==> src/rtl/demux_stream_pkg.sv <==
// Shared types and helpers for the registered 1-to-N stream demultiplexer.
package demux_stream_pkg;

    typedef enum logic {
        SLOT_EMPTY = 1'b0,
        SLOT_FULL  = 1'b1
    } slot_state_t;

    // Widest drop counter supported; narrower counters take the low bits.
    localparam int MAX_CNT_W = 32;

    // Saturation value for the drop counter (all ones, sliced to CNT_W).
    localparam logic [MAX_CNT_W-1:0] DROP_SAT = '1;

    // Select width for n channels, never below one bit.
    function automatic int sel_width(input int n);
        return (n > 2) ? $clog2(n) : 1;
    endfunction

endpackage

==> src/rtl/demux_slot.sv <==
// One-entry output holding register with an EMPTY/FULL handshake state.
module demux_slot
    import demux_stream_pkg::*;
#(
    parameter int WIDTH = 8
) (
    input  logic             clk,
    input  logic             rst_n,
    input  logic             load_i,
    input  logic [WIDTH-1:0] data_i,
    input  logic             ready_i,
    output logic             valid_o,
    output logic [WIDTH-1:0] data_o,
    output logic             avail_o
);

    slot_state_t      state_q, state_d;
    logic [WIDTH-1:0] data_q, data_d;

    // State register.
    always_ff @(posedge clk or negedge rst_n) begin
        if (!rst_n) state_q <= SLOT_EMPTY;
        else        state_q <= state_d;
    end

    // Next state: load always wins; a drain without load empties the slot.
    always_comb begin
        state_d = state_q;
        case (state_q)
            SLOT_EMPTY: if (load_i) state_d = SLOT_FULL;
            SLOT_FULL:  if (!load_i && ready_i) state_d = SLOT_EMPTY;
            default:    state_d = SLOT_EMPTY;
        endcase
    end

    // Outputs: valid/data come from registers only; avail lets a draining slot refill.
    always_comb begin
        valid_o = (state_q == SLOT_FULL);
        avail_o = (state_q == SLOT_EMPTY) || ready_i;
        data_o  = data_q;
    end

    // Payload only changes on load, so it is stable while stalled.
    always_comb data_d = load_i ? data_i : data_q;

    // Payload register.
    always_ff @(posedge clk or negedge rst_n) begin
        if (!rst_n) data_q <= '0;
        else        data_q <= data_d;
    end

endmodule

==> src/rtl/demux_stream_1_to_n.sv <==
// Registered 1-to-N stream demux with broadcast and counted drops of bad selects.
module demux_stream_1_to_n
    import demux_stream_pkg::*;
#(
    parameter int WIDTH = 8,
    parameter int N_OUT = 4,
    parameter int SEL_W = sel_width(N_OUT),
    parameter int CNT_W = 8
) (
    input  logic                   clk,
    input  logic                   rst_n,
    input  logic                   in_valid,
    output logic                   in_ready,
    input  logic [WIDTH-1:0]       in_data,
    input  logic [SEL_W-1:0]       in_sel,
    input  logic                   in_bcast,
    output logic [N_OUT-1:0]       out_valid,
    input  logic [N_OUT-1:0]       out_ready,
    output logic [N_OUT*WIDTH-1:0] out_data,
    output logic [CNT_W-1:0]       drop_cnt
);

    localparam logic [CNT_W-1:0] CNT_SAT = DROP_SAT[CNT_W-1:0];

    logic [N_OUT-1:0] avail;
    logic [N_OUT-1:0] sel_hit;
    logic [N_OUT-1:0] load;
    logic             in_range;
    logic             accept;
    logic             drop;
    logic [CNT_W-1:0] drop_cnt_q, drop_cnt_d;

    // One-hot decode of the select; all zeros means the select is out of range.
    for (genvar k = 0; k < N_OUT; k++) begin : g_dec
        assign sel_hit[k] = (in_sel == SEL_W'(k));
    end

    // Accept/route: broadcast is all-or-nothing, bad unicast selects are swallowed.
    always_comb begin
        in_range = |sel_hit;
        if (in_bcast)      in_ready = &avail;
        else if (in_range) in_ready = |(sel_hit & avail);
        else               in_ready = 1'b1;
        accept = in_valid && in_ready;
        load   = '0;
        if (accept) load = in_bcast ? '1 : sel_hit;
        drop   = accept && !in_bcast && !in_range;
    end

    for (genvar k = 0; k < N_OUT; k++) begin : g_slot
        demux_slot #(.WIDTH(WIDTH)) u_slot (
            .clk     (clk),
            .rst_n   (rst_n),
            .load_i  (load[k]),
            .data_i  (in_data),
            .ready_i (out_ready[k]),
            .valid_o (out_valid[k]),
            .data_o  (out_data[k*WIDTH +: WIDTH]),
            .avail_o (avail[k])
        );
    end

    // Drop counter next value, holding at all ones.
    always_comb begin
        drop_cnt_d = drop_cnt_q;
        if (drop && drop_cnt_q != CNT_SAT) drop_cnt_d = drop_cnt_q + CNT_W'(1);
    end

    // Drop counter register.
    always_ff @(posedge clk or negedge rst_n) begin
        if (!rst_n) drop_cnt_q <= '0;
        else        drop_cnt_q <= drop_cnt_d;
    end

    assign drop_cnt = drop_cnt_q;

endmodule

==> config.mk <==
export PLATFORM = sky130hd
export DESIGN_NAME = demux_stream_1_to_n
export DESIGN_NICKNAME = d
export VERILOG_FILES = /design/src/rtl/demux_stream_pkg.sv /design/src/rtl/demux_slot.sv /design/src/rtl/demux_stream_1_to_n.sv
export SDC_FILE = /design/constraint.sdc
export NUM_CORES = 1
export LEC_CHECK = 0
export ABC_CLOCK_PERIOD_IN_PS = 3820
export CAP_MARGIN = 40
export CORE_MARGIN = 1
export CORE_UTILIZATION = 48
export CTS_CLUSTER_SIZE = 14
export DETAILED_ROUTE_END_ITERATION = 10
export PLACE_DENSITY = 0.85
export SYNTH_ARGS = -nofsm -noshare
export SYNTH_HDL_FRONTEND = slang
export SYNTH_SLANG_ARGS = --single-unit
==> constraint.sdc <==
create_clock -name clk -period 3.82 [get_ports clk]
set_clock_uncertainty 0.1 [all_clocks]
set_input_delay 1.146 -clock clk [delete_from_list [all_inputs] [get_ports clk]]
set_output_delay 1.146 -clock clk [all_outputs]
set_load 0.05 [all_outputs]
[After elaboration in Yosys (flattened, before gate mapping)]
Cells that the tools add are included.
Word-level totals
  register bits: 44
  input port bits: 18
  word-level logic and storage cells: 57
Operators by class
  add/sub/neg operators: 1
  equality and inequality tests: 4
  multiplexer cells: 16
  bitwise logic cells: 5
  reductions and logical operators: 22
Operators by type and width (number)
  $mux 1: 10
  $add 8x1->8 const B: 1
  $logic_and 1x1->1: 8
  $mux 4: 2
  $ne 8x8->1 const B: 1
  $pmux 1 s2: 4
  $reduce_or 4->1: 2
  $logic_not 1->1: 6
  $and 4x4->4: 1
  $eq 2x2->1 const B: 2
  $logic_or 1x1->1: 4
  $not 1->1: 4
  $reduce_and 4->1: 1
  $eq 2x1->1 const B: 1
  $logic_not 2->1: 1

[Depth between registers and ports, before layout]
Gate-level depths: netlist of the first run.
  word-level depth: 12
  gate-level depth with buffers: 4
  depth with buffers taken out: 4

[By module]
Synthesis of the first run repeated with hierarchy kept, for this count alone.
Second synthesis, totals
  cell total of the unflattened synthesis: 114
  area, all modules: 1820.5 um2
Modules (own cells, without submodules)
  demux_slot: times used 4, cells an instance 20, area an instance 369.1 um2, sequential area each 225.2 um2
  demux_stream_1_to_n: times used 1, cells an instance 34, area an instance 344.1 um2, sequential area each 200.2 um2

[Worst setup path before layout of the first run]
No wires, ideal clock.
  kind: input to output
  from: input port out_ready[0]
  to: output port in_ready
  arrival time: 2.355 ns
  slack: 0.219 ns
  stages: 4
  path buffers: 0
  cell sequence: nand2b_1 nor3b_1 a21oi_1 o22ai_1
On the way
  cells in the longest elaborated chain, start to end: 5
  elaborated cells on any way between the ends: 6
  those cells by class: 2 x mux; 1 x bitwise; 3 x reduce/logical
RTL lines
  from (decl): RTL line demux_stream_1_to_n.sv:18  | input logic [N_OUT-1:0] out_ready,
  $logic_or 1x1->1 *: RTL line demux_slot.sv:39  | avail_o = (state_q == SLOT_EMPTY) || ready_i;
  $and 4x4->4: RTL line demux_stream_1_to_n.sv:42  | else if (in_range) in_ready = |(sel_hit & avail);
  $reduce_or 4->1: RTL line demux_stream_1_to_n.sv:42
  $mux 1: RTL line demux_stream_1_to_n.sv:42
  $mux 1 *: RTL line demux_stream_1_to_n.sv:41  | if (in_bcast) in_ready = &avail;
  to (decl): RTL line demux_stream_1_to_n.sv:13  | output logic in_ready,
Mark *: on every way between the ends. The rest lies on a longest branch, timed or not.

[Worst setup path after layout of the first run]
  from: input port out_ready[3]
  to: output port in_ready
The elaborated chain is that of the path after synthesis.

==> results of run 1 <==
[state kept, by name, summed over array words and instances (netlist names)]
| register | flops |
|---|---|
| g_slot.u_slot.data_o | 32 |
| drop_cnt | 8 |
| g_slot.u_slot.valid_o | 4 |
[metrics by stage]
stage | power [uW] | util, % | std cells | hold slack [ps]
global placement | 1550 | 70.6 | 217 | 264
finish | 1820 | 73.6 | 225 | 276
floorplan | 1250 | - | 117 | 450
detailed placement | 1570 | 71.1 | 218 | 264
global route | 1900 | 73.6 | 225 | 289
CTS | 1840 | 73.4 | 225 | 282
[cell type report]
class | count | area [um^2] | share of cell area, %
Sequential cell | 44 | 1100 | 43.1
Clock buffer | 6 | 72.6 | 2.84
Clock inverter | 1 | 5.00 | 0.196
Inverter | 1 | 3.75 | 0.147
Multi-Input combinational cell | 60 | 636 | 24.9
Timing Repair Buffer | 67 | 678 | 26.6
Tap cell | 46 | 57.6 | 2.25
[worst paths after layout]
| check | slack [ps] | from | to |
|---|---|---|---|
| worst min register to register | 280 | drop_cnt[4]$_DFFE_PN0P_ | drop_cnt[4]$_DFFE_PN0P_ |
| min in group asynchronous | 660 | rst_n | g_slot[0].u_slot.data_o[6]$_DFFE_PN0P_ |
| worst min-delay path | 280 | drop_cnt[4]$_DFFE_PN0P_ | drop_cnt[4]$_DFFE_PN0P_ |
| max in group asynchronous | 2490 | rst_n | drop_cnt[5]$_DFFE_PN0P_ |
| worst max register to register | 1970 | g_slot[3].u_slot.valid_o$_DFF_PN0_ | g_slot[3].u_slot.data_o[2]$_DFFE_PN0P_ |
| worst max-delay path | 80 | out_ready[3] | in_ready |
[layer usage]
layer | vias up | track usage, % | part of all wire [%] | wire, um
li1 | 522 | - | - | -
met1 | 548 | 25.4 | 43 | 1540
met2 | 41 | 32.4 | 49 | 1760
met3 | 4 | 5.62 | 6.2 | 220
met4 | 0 | 6.40 | 1.1 | 38
met5 | - | 0 | 0 | 0
[placed cells by master (no fill, tap or decap), types with 2 or more instances in the layout]
master,n
buf_12,2
buf_4,4
clkbuf_8,5
clkdlybuf4s50_1,59
dfrtp_1,44
mux2_2,24
mux2_4,8
nand2_1,3
nand2b_1,5
nor2_1,3
nor3b_1,2
o21ai_4,2
[kinds of logic (layout without fill, tap and decap cells)]
kind of cell | count (synthesis) | in the layout
AO/OA/AOI/OAI | 7 | 7
buffers and inverters | 13 | 75
flip-flops | 44 | 44
multiplexers | 33 | 33
AND/OR/NAND/NOR | 20 | 20
[power groups by stage]
stage                     sequential (uW)  combinational [uW]  clock (uW)
after CTS                             649                 919         272
final                                 648                 913         261
after detailed placement              657                 917           0
after global placement                651                 901           0
after floorplan                      1040                 209           0
after global routing                  662                 944         291
[worst register-to-register path, cell delays in order, from the launching register on]
cell and delay (ps):
dfrtp_1 380, nand2b_1 160, buf_4 160, nand4_2 170
o22ai_4 390, mux2_2 390
==> impl_metrics.env, run 1 <==
export IMPL_outcome="completed"
export IMPL_critPathCaptureType="output pin"
export IMPL_firstDrtPassIters=4
export IMPL_numCtsBuffers=5
export IMPL_cts_hold_buffers=0
export IMPL_initial_utilization_pct=51.7
export IMPL_avgSynthCellArea_um2=15.3
export IMPL_fin_ws_ps=82.8
export IMPL_ys_flop_type="dfrtp_1"
export IMPL_p_leak_uw=0.00110
export IMPL_slew_headroom_pct=63.4
export IMPL_path_buf_inv=2
export IMPL_hold_class="reg2reg"
export IMPL_synth_simple_area_share_pct=7.81
export IMPL_first_global_vias=1238
export IMPL_yosysTopAreaCell="dfrtp_1"
export IMPL_max_freq_mhz=268
export IMPL_max_cap_violations=0
export IMPL_die_y_um=63.1
export IMPL_core_um2=3470
export IMPL_power_internal_uw=1050
export IMPL_ys_seq_area_share_pct=61.4
export IMPL_wl_um=3560
export IMPL_grt_max_degree=31
export IMPL_power_density_nw_per_um2=713
export IMPL_rsz0062_at_grt="false"
export IMPL_cts_tree="done"
export IMPL_chipWidth_um=63.1
export IMPL_portBuffers=62
export IMPL_drv_slew=0
export IMPL_synth_edf_count=0
export IMPL_cts_setup_buffers=0
export IMPL_area_growth_pct=42.3
export IMPL_power_frac_seq_pct=35.6
export IMPL_yosys_register_bits=44
export IMPL_ioPinCount=63
export IMPL_cts_root_buf="clkbuf_8"
export IMPL_slowest_delay_ps=400
export IMPL_tightest_slew_ps=547
export IMPL_cts_sinks=44
export IMPL_final_area_um2=2550
export IMPL_fin_crit_sh_pct=97.8
export IMPL_synth_mux_area_share_pct=22.4
export IMPL_cp_slowest_cell="clkdlybuf4s50_1"
export IMPL_ctsResizeCount=0
export IMPL_dpl_cell_area_um2=2470
export IMPL_grt_pass1_wl_um=6090
export IMPL_yosys_cell_count_top_type="dfrtp_1"
export IMPL_cp_arrival_ps=2490
export IMPL_grt_use_total_pct=19.9
export IMPL_die_area_um2=3990
export IMPL_synth_top_family_by_area="multiplexers"
export IMPL_synthArstFlopShare_pct=100
export IMPL_hold_violations=0
export IMPL_layout_drive_gt1_share_pct=30.2
export IMPL_path_class="in2out"
export IMPL_clkPwrFrac_pct=14.3
export IMPL_synth_area_top_cells="dfrtp_1 61%, mux2_2 15%, mux2_4 6.7%"
export IMPL_clockBufferDepth=2
export IMPL_pre_cts_slack_ps=38.4
export IMPL_ys_warn_count=0
export IMPL_via_count=1115
export IMPL_switching_power_uw=771
export IMPL_synth_compound_area_share_pct=4.88
export IMPL_critPathMaxFanout=4
export IMPL_ant_nets=0
export IMPL_fill_cells=213
export IMPL_synth_fa_ha_area_share_pct=0
export IMPL_drt_iter0_drc=26
export IMPL_synthDistinctLibCells=24
export IMPL_synth_top_area_share_pct=61.4
export IMPL_min_period_ps=3740
export IMPL_synthCells=117
export IMPL_final_setup_viol_count=0
export IMPL_h_tree_depth=2
export IMPL_fin_nets=197
export IMPL_holdPathStages=0
export IMPL_drc=0
export IMPL_rows=21
export IMPL_tns_ps=0
export IMPL_synthesis_area_um2=1790
export IMPL_clk_latency_ps=280
export IMPL_start_kind="input pin"
export IMPL_vias_per_cell=4.96
export IMPL_switching_share_pct=42.3
export IMPL_crit_required_ps=2570
export IMPL_antenna_cells=0
export IMPL_wl_per_cell_um=15.8
export IMPL_p_comb_share_pct=50.1
export IMPL_cp_depth=6
export IMPL_reg2reg_depth=5
export IMPL_clk_pin_slew_ps=70
export IMPL_dp_hpwl_um=2640
export IMPL_grt_overflow=0
export IMPL_cp_cell_sequence="clkdlybuf4s50_1, nand2b_1, mux2_2, a21oi_1, o22ai_2, buf_12"
export IMPL_cpLargestDelayFamily="buffers and inverters"
export IMPL_synthXorXnorAreaFrac_pct=0
export IMPL_antenna_found_initial=0
export IMPL_gp_congestion=0.876
export IMPL_syn_nets=135
export IMPL_synthTopCellsByCount="44 x dfrtp_1, 24 x mux2_2, 8 x clkbuf_1, 8 x mux2_4, 5 x nand2b_1"
export IMPL_max_vdd_ir_drop_uv=465
No activity file was read; power rests on OpenSTA's default activity.
==> run 2: changes to the inputs <==
Settings changed: SLEW_MARGIN from default to 20.
==> results of run 2 <==
No change in the layout: final DEF, timing and power equal those of run 1.
